`config.mk`:
```
export PLATFORM = sky130hd
export DESIGN_NAME = ser2par_reg
export DESIGN_NICKNAME = d
export VERILOG_FILES = /design/src/rtl/ser2par_pkg.sv /design/src/rtl/ser2par_shift_core.sv /design/src/rtl/ser2par_reg.sv
export SDC_FILE = /design/constraint.sdc
export NUM_CORES = 1
export LEC_CHECK = 0
export ABC_AREA = 1
export CORE_ASPECT_RATIO = 0.6
export CORE_MARGIN = 2
export CORE_UTILIZATION = 44
export CTS_CLUSTER_DIAMETER = 120
export CTS_CLUSTER_SIZE = 10
export DETAILED_ROUTE_END_ITERATION = 6
export GPL_TIMING_DRIVEN = 0
export PLACE_DENSITY_LB_ADDON = 0.05
export SLEW_MARGIN = 20
export SYNTH_ARGS = -nofsm -noshare
export SYNTH_HDL_FRONTEND = slang
export SYNTH_SLANG_ARGS = --single-unit
```
`constraint.sdc`:
```
create_clock -name clk -period 4.5 [get_ports clk]
set_input_delay 0.9 -clock clk [delete_from_list [all_inputs] [get_ports clk]]
set_output_delay 0.9 -clock clk [all_outputs]
set_load 0.02 [all_outputs]
```
`src/rtl/ser2par_pkg.sv`:
```
// Shared constants and the output-state encoding for the serial-to-parallel stage.
package ser2par_pkg;

    localparam int SER2PAR_WIDTH_DEF = 8;

    // Bit-order selectors for the MSB_FIRST parameter.
    localparam bit BIT_MSB_FIRST = 1'b1;
    localparam bit BIT_LSB_FIRST = 1'b0;

    // Output register occupancy; FULL means q holds an undelivered word.
    typedef enum logic {
        OUT_EMPTY = 1'b0,
        OUT_FULL  = 1'b1
    } out_state_t;

endpackage

```
`src/rtl/ser2par_shift_core.sv`:
```
// Shift register plus bit counter. Presents the word that would result from the
// current accept (next_word) and flags when that accept completes a word.
module ser2par_shift_core
    import ser2par_pkg::*;
#(
    parameter int WIDTH     = SER2PAR_WIDTH_DEF,
    parameter bit MSB_FIRST = BIT_MSB_FIRST
) (
    input  logic                     clk,
    input  logic                     reset,
    input  logic                     accept,
    input  logic                     d,
    input  logic                     clear,
    output logic                     word_done,
    output logic [WIDTH-1:0]         next_word,
    output logic [$clog2(WIDTH)-1:0] bit_cnt
);

    localparam int CW = $clog2(WIDTH);
    localparam logic [CW-1:0] CNT_LAST = CW'(WIDTH - 1);

    logic [WIDTH-1:0] sh;
    logic [CW-1:0]    cnt;

    // Bit order decides which end of the register the new bit enters.
    generate
        if (MSB_FIRST == BIT_MSB_FIRST) begin : g_msb
            assign next_word = {sh[WIDTH-2:0], d};
        end else begin : g_lsb
            assign next_word = {d, sh[WIDTH-1:1]};
        end
    endgenerate

    assign word_done = accept && (cnt == CNT_LAST);
    assign bit_cnt   = cnt;

    // Shift on accept; clear (preset) throws away the partial word.
    always_ff @(posedge clk or posedge reset) begin
        if (reset) begin
            sh  <= '0;
            cnt <= '0;
        end else if (clear) begin
            sh  <= '0;
            cnt <= '0;
        end else if (accept) begin
            sh  <= next_word;
            cnt <= word_done ? '0 : cnt + CW'(1);
        end
    end

endmodule

```
`src/rtl/ser2par_reg.sv`:
```
// Serial-to-parallel register stage: assembles WIDTH-bit words from a serial
// stream and offers them downstream, with word-level preset and parallel load.
//
// Handshakes: a transfer happens on a rising edge where valid && ready are both
// high. The producer holds data stable while valid is high and ready is low;
// ready may depend combinationally on the current state and side-band controls.
module ser2par_reg
    import ser2par_pkg::*;
#(
    parameter int WIDTH     = SER2PAR_WIDTH_DEF,
    parameter bit MSB_FIRST = BIT_MSB_FIRST
) (
    input  logic                     clk,
    input  logic                     reset,
    input  logic                     d,
    input  logic                     d_valid,
    output logic                     d_ready,
    input  logic                     preset,
    input  logic                     load,
    input  logic [WIDTH-1:0]         load_data,
    output logic [WIDTH-1:0]         q,
    output logic                     q_valid,
    input  logic                     q_ready,
    output logic [$clog2(WIDTH)-1:0] bit_cnt,
    output logic                     overrun
);

    localparam int CW = $clog2(WIDTH);
    localparam logic [CW-1:0] CNT_LAST = CW'(WIDTH - 1);

    out_state_t       state_q, state_d;
    logic [WIDTH-1:0] q_d;
    logic             overrun_d;
    logic             accept;
    logic             word_done;
    logic [WIDTH-1:0] next_word;

    // The completing bit is refused only while the held word is stuck; if it
    // drains this cycle the new word can take its place at the same edge.
    assign d_ready = !preset && !load
                     && !((bit_cnt == CNT_LAST) && (state_q == OUT_FULL) && !q_ready);
    assign accept  = d_valid && d_ready;
    assign q_valid = (state_q == OUT_FULL);

    ser2par_shift_core #(
        .WIDTH     (WIDTH),
        .MSB_FIRST (MSB_FIRST)
    ) u_core (
        .clk       (clk),
        .reset     (reset),
        .accept    (accept),
        .d         (d),
        .clear     (preset),
        .word_done (word_done),
        .next_word (next_word),
        .bit_cnt   (bit_cnt)
    );

    // Next output word and occupancy: preset > load > completed word > drain.
    always_comb begin
        state_d   = state_q;
        q_d       = q;
        overrun_d = 1'b0;
        if (preset) begin
            q_d       = '1;
            state_d   = OUT_FULL;
            overrun_d = (state_q == OUT_FULL) && !q_ready;
        end else if (load) begin
            q_d       = load_data;
            state_d   = OUT_FULL;
            overrun_d = (state_q == OUT_FULL) && !q_ready;
        end else if (word_done) begin
            q_d     = next_word;
            state_d = OUT_FULL;
        end else if ((state_q == OUT_FULL) && q_ready) begin
            state_d = OUT_EMPTY;
        end
    end

    // Output word, occupancy state and the overrun pulse register.
    always_ff @(posedge clk or posedge reset) begin
        if (reset) begin
            state_q <= OUT_EMPTY;
            q       <= '0;
            overrun <= 1'b0;
        end else begin
            state_q <= state_d;
            q       <= q_d;
            overrun <= overrun_d;
        end
    end

endmodule

```
# After elaboration in Yosys (flattened, before gate mapping)
# Index checks and enable logic that the tools add are counted.
[classes]
n_mux = 14
n_eq_ne = 1
n_addsub = 1
n_reduce_logical = 15
[ops]
columns = ["op", "n"]
rows = [
  ["8-bit two-way mux", 3],
  ["7-bit two-way mux", 2],
  ["3-bit two-way mux", 3],
  ["1-bit logical AND", 8],
  ["1-bit two-way mux", 6],
  ["1-bit zero test", 4],
  ["4-bit nonzero test", 1],
  ["3-bit by 1-bit adder with 3-bit output, second input constant", 1],
  ["3-bit equality test, second input constant", 1],
  ["3-bit nonzero test", 1],
  ["2-bit nonzero test", 1],
]
[totals]
out_inout_bits = 14
wordCells = 36
reg_bits = 20
in_bits = 15

# Longest topological paths before layout
# Gate-level depths: netlist of run 1.
[logic_depth]
word_depth = 10
depth_mapped = 9
ltp_nobuf = 9

# Cells and area by module
# Synthesis of run 1 repeated with hierarchy kept, for this count alone.
[hier_totals]
cells_unflattened = 129
hier_area_um2 = 1014.7
[by_module_without_submodules]
columns = ["module", "cells_per_inst", "n_inst", "area_per_inst_um2"]
rows = [
  ["ser2par_reg", 75, 1, 566.8],
  ["ser2par_shift_core", 54, 1, 447.9],
]

# Worst setup path after synthesis of run 1
# Ideal clock, no wire load.
[synth_timing]
kind = "input-to-output"
start = "input load"
end = "output d_ready"
path_slack_ps = 2131
stages = 5
t_arrival_ps = 1469
n_path_buf = 2
path_cell_list = "buf_6 > nor2_4 > inv_2 > nor2_4 > buf_6"
[synth_via]
elab_chain_cells = 3
[synth_lines]
columns = ["element", "line", "source"]
rows = [
  ["start, declared", "ser2par_reg.sv:19", "input logic load,"],
  ["1-bit zero test", "ser2par_reg.sv:40", "assign d_ready = !preset && !load"],
  ["1-bit logical AND", "ser2par_reg.sv:40", ""],
  ["1-bit logical AND", "ser2par_reg.sv:41", "&& !((bit_cnt == CNT_LAST) && (state_q == OUT_FULL) && !q_ready);"],
  ["end, declared", "ser2par_reg.sv:17", "output logic d_ready,"],
]
# No other way between the ends.

# Final worst setup path of run 1
[layout_timing]
start = "input preset"
end = "output d_ready"
[layout_via]
elab_chain_cells = 3
[layout_lines]
columns = ["element", "line", "source"]
rows = [
  ["start, declared", "ser2par_reg.sv:18", "input logic preset,"],
  ["1-bit zero test", "ser2par_reg.sv:40", ""],
  ["1-bit logical AND", "ser2par_reg.sv:40", ""],
  ["1-bit logical AND", "ser2par_reg.sv:41", ""],
]
# No other way between the ends.

==> run_results.csv, run 1 <==
group,metric,value,unit
synth,yosysWarnings,0,
sta,worstMarginPinSlew,785,ps
critical_path,worstSetupEndpointType,"output port",
critical_path,critPathBufInv,4,
detailed_routing,drt-total-wl,2310,um
grt,grt_pass1_wl,3880,um
synth,ys_ff_latch,20,
synth,synthDistinctLibCells,13,
placement,place.port_buffers,27,
placement,gp_congestion,0.780,
job,drv_cap,0,
grt,grt_pass1_vias,872,
cells_and_area,fillCellCount,201,
clock_network,path_clk_slew,80,ps
detailed_routing,initialDrtViolationCount,34,
pwr,power_density,333,mW/mm^2
synth,syn_nets,150,
synth,seq_area_frac_synth,48.4,%
synth,syn_area_per_cell,7.77,um^2
synth,synth_area,0.00103,mm^2
synth,synth_top_area_share,48.4,%
critical_path,cp_max_fo,10,
grt,grt_start_max_net_pins,21,
detailed_routing,postRouteAntennaNets,0,
sta,relSlewSlack,47.6,%
sta,fin_crit,3460,ps
synth,synth_common_cells,"nand2_1 (65), nand3_1 (22), dfrtp_1 (20)",
sta,min_period_over_period,76.8,%
cells_and_area,drive_gt1_share,8.54,%
synth,yosys.area.top_type,"dfrtp_1",
worst_hold_path,hold_path.class,"reg -> reg",
critical_path,regToRegEndpoint,"u_core.sh[2]",
grt,grt_busiest_layer,"met2",
grt,use_met2,31.0,%
detailed_routing,viasPerCell,4.80,
floorplan,die_y,41.5,um
clock_network,cts_root_buf,"clkbuf_8",
sta,timing.final.ws_setup,1040,ps
worst_hold_path,hold_path_depth,2,
cells_and_area,synthToLayoutAreaGrowth,36.7,%
floorplan,die-area,0.00277,mm^2
grt,grt_usage,18.9,%
worst_hold_path,min_to,"q[6]",
status,outcome,"completed",
synth,synthCells,133,
synth,synth.area.top_cells,"dfrtp_1 (48%), nand2_1 (24%), nand3_1 (11%), inv_1 (3.3%), buf_6 (3.3%)",
floorplan,dieWidth,66.6,um
synth,synthArstFlopShare,100,%
pwr,vdd_drop_max,0.000262,V
detailed_routing,routedWlPerCell,11.9,um
sta,slew_violations,0,
sta,final.setup.tns,0,ps
critical_path,crit_required,3600,ps
detailed_routing,drc,0,
floorplan,core,0.00220,mm^2
synth,synth_ff_type,"dfrtp_1",
grt,use_met1,24.5,%
sta,fin_skew,6.03,ps
critical_path,r2r-start,"u_core.bit_cnt[0]",
sta,rsz0062_at_grt,"false",
clock_network,htreeDepth,1,
critical_path,cp_cell_sequence,"clkdlybuf4s50_1, nor2_4, inv_2, nor2_4, buf_6, clkdlybuf4s50_1",
sta,hold_viol_final,0,
clock_network,cts_tree,"done",
cells_and_area,nNetsFinal,182,
floorplan,start_util,47.1,%
cells_and_area,antenna_cells,0,
grt,antenna_found_initial,0,
worst_hold_path,min_from,"q[6]",
detailed_routing,first_pass_iters,4,
clock_network,cts_resized,0,
critical_path,regToRegSetupSlack,2910,ps
sta,fmax,289,MHz
critical_path,worstSetupPathType,"in -> out",
grt,grtUsageMet3,4.88,%
critical_path,cp_top_family,"buffers and inverters",
critical_path,crit_arrival,2560,ps
synth,synth_edf_count,0,
grt,grt_overflow,0,
floorplan,ios,29,
placement,pre_cts_ws,1060,ps
placement,dpl.hpwl,1650,um
synth,yosysMostFrequentCell,"nand2_1",
critical_path,cp-start-kind,"input port",
sta,setup_viol,0,
clock_network,ctsHoldBuffers,0,
clock_network,worstSkewPairLatency,260,ps
detailed_routing,vias,932,
clock_network,clock_path_buffers,2,
clock_network,cts_buffers,3,
pwr,leakagePower,0.000730,uW
critical_path,cp_slowest_stage_delay,610,ps
clock_network,post_cts_buffers,0,
floorplan,rows,13,
clock_network,clock_sinks,20,
critical_path,cpMaxStageDelayCell,"clkdlybuf4s50_1",
critical_path,ff2ff_path_depth,9,
-- per-stage QoR --
stage / cells / hold WS (ps) / utilization, % / power (uW) / instance area [um^2]
floorplan: 133 / 472 / - / 251 / 1030
global route: 194 / 501 / 64.3 / 492 / 1410
global placement: 190 / 461 / 61.1 / 291 / 1340
detailed placement: 190 / 464 / 61.1 / 292 / 1340
CTS: 194 / 486 / 64.3 / 475 / 1410
finish: 194 / 479 / 64.3 / 470 / 1410
-- worst reg2reg max path: cells and delay by family, from the launching register on --
kind | cells | cell delay [ps]
simple gates | 6 | 620
buf+inv | 1 | 40
fa+ha+maj | 2 | 440
flops | 1 | 400
-- state kept, by name, summed over array words and instances, names as in the netlist --
signal,cells
q,8
u_core.sh,7
u_core.bit_cnt,3
overrun,1
q_valid,1
-- worst max path at each step --
stage	to	from	slack (ps)	depth (start not counted)
after floorplan	d_ready	load	2130	5
after global placement	d_ready	preset	1060	6
after detailed placement	d_ready	preset	1060	6
after CTS	d_ready	preset	1040	6
after global routing	d_ready	preset	970	6
final	d_ready	preset	1040	6
-- area by class of cell --
| cell class | instances | area, um^2 | area share [%] |
|---|---|---|---|
| Timing Repair Buffer | 27 | 270 | 19.1 |
| Clock inverter | 1 | 30.0 | 2.13 |
| Sequential cell | 20 | 500 | 35.4 |
| Buffer | 4 | 38.8 | 2.75 |
| Clock buffer | 3 | 41.3 | 2.92 |
| Multi-Input combinational cell | 98 | 453 | 32.1 |
| Inverter | 11 | 41.3 | 2.92 |
| Tap cell | 30 | 37.5 | 2.66 |
-- power breakdown --
group	switching (uW)	leakage, uW	internal [uW]
Clock	62.9	0.0000357	119
Sequential	7.14	0.000248	192
Combinational	48.1	0.000446	40.7
Total	118	0.000730	352
-- layout by cell type (no fill, tap or decap) --
master / count
a31oi_4: 1
nor2_1: 3
nand4_1: 2
bufinv_16: 1
clkdlybuf4s50_1: 27
inv_2: 2
nor2_4: 2
nand2_2: 1
nand2_1: 65
clkbuf_8: 3
ha_1: 2
nand3_1: 22
buf_6: 3
inv_1: 9
buf_2: 1
dfrtp_1: 20
-- cell families (layout without fill, tap and decap cells) --
group	Yosys count	count (layout)	synth area share, %
AND/OR/NAND/NOR	95	95	39.3
buffers and inverters	15	46	7.75
AO/OA/AOI/OAI	1	1	2.06
flip-flops	20	20	48.4
adder cells (fa/ha/maj)	2	2	2.42
-- metal layers --
| layer | up-vias | share of wire [%] |
|---|---|---|
| li1 | 485 | - |
| met1 | 417 | 48 |
| met2 | 28 | 46 |
| met3 | 2 | 5.7 |
| met4 | 0 | 0.26 |
| met5 | - | 0 |
Power figures use the tool's default switching activity.
==> run 2: changes to the inputs <==
- clock period: 4.5 -> 3.48 ns (I/O delays scaled with it)
==> results of run 2 <==
The final DEF is identical to that of run 1. Status: completed.
Main changes from that run: setup slack after placement 1060 ps -> 444 ps; setup slack after layout 1040 ps -> 430 ps; register-to-register setup slack 2910 ps -> 1890 ps; total power 470 uW -> 608 uW; worst IR drop on VDD 0.000262 V -> 0.000338 V
==> run 3: changes to the inputs <==
- CAP_MARGIN: default -> 25
- SLEW_MARGIN: 20 -> default
==> results of run 3 <==
The final DEF is identical to that of run 1. Status: completed.
Main changes from that run: setup slack after placement 1060 ps -> 444 ps; setup slack after layout 1040 ps -> 430 ps; register-to-register setup slack 2910 ps -> 1890 ps; total power 470 uW -> 608 uW; worst IR drop on VDD 0.000262 V -> 0.000338 V
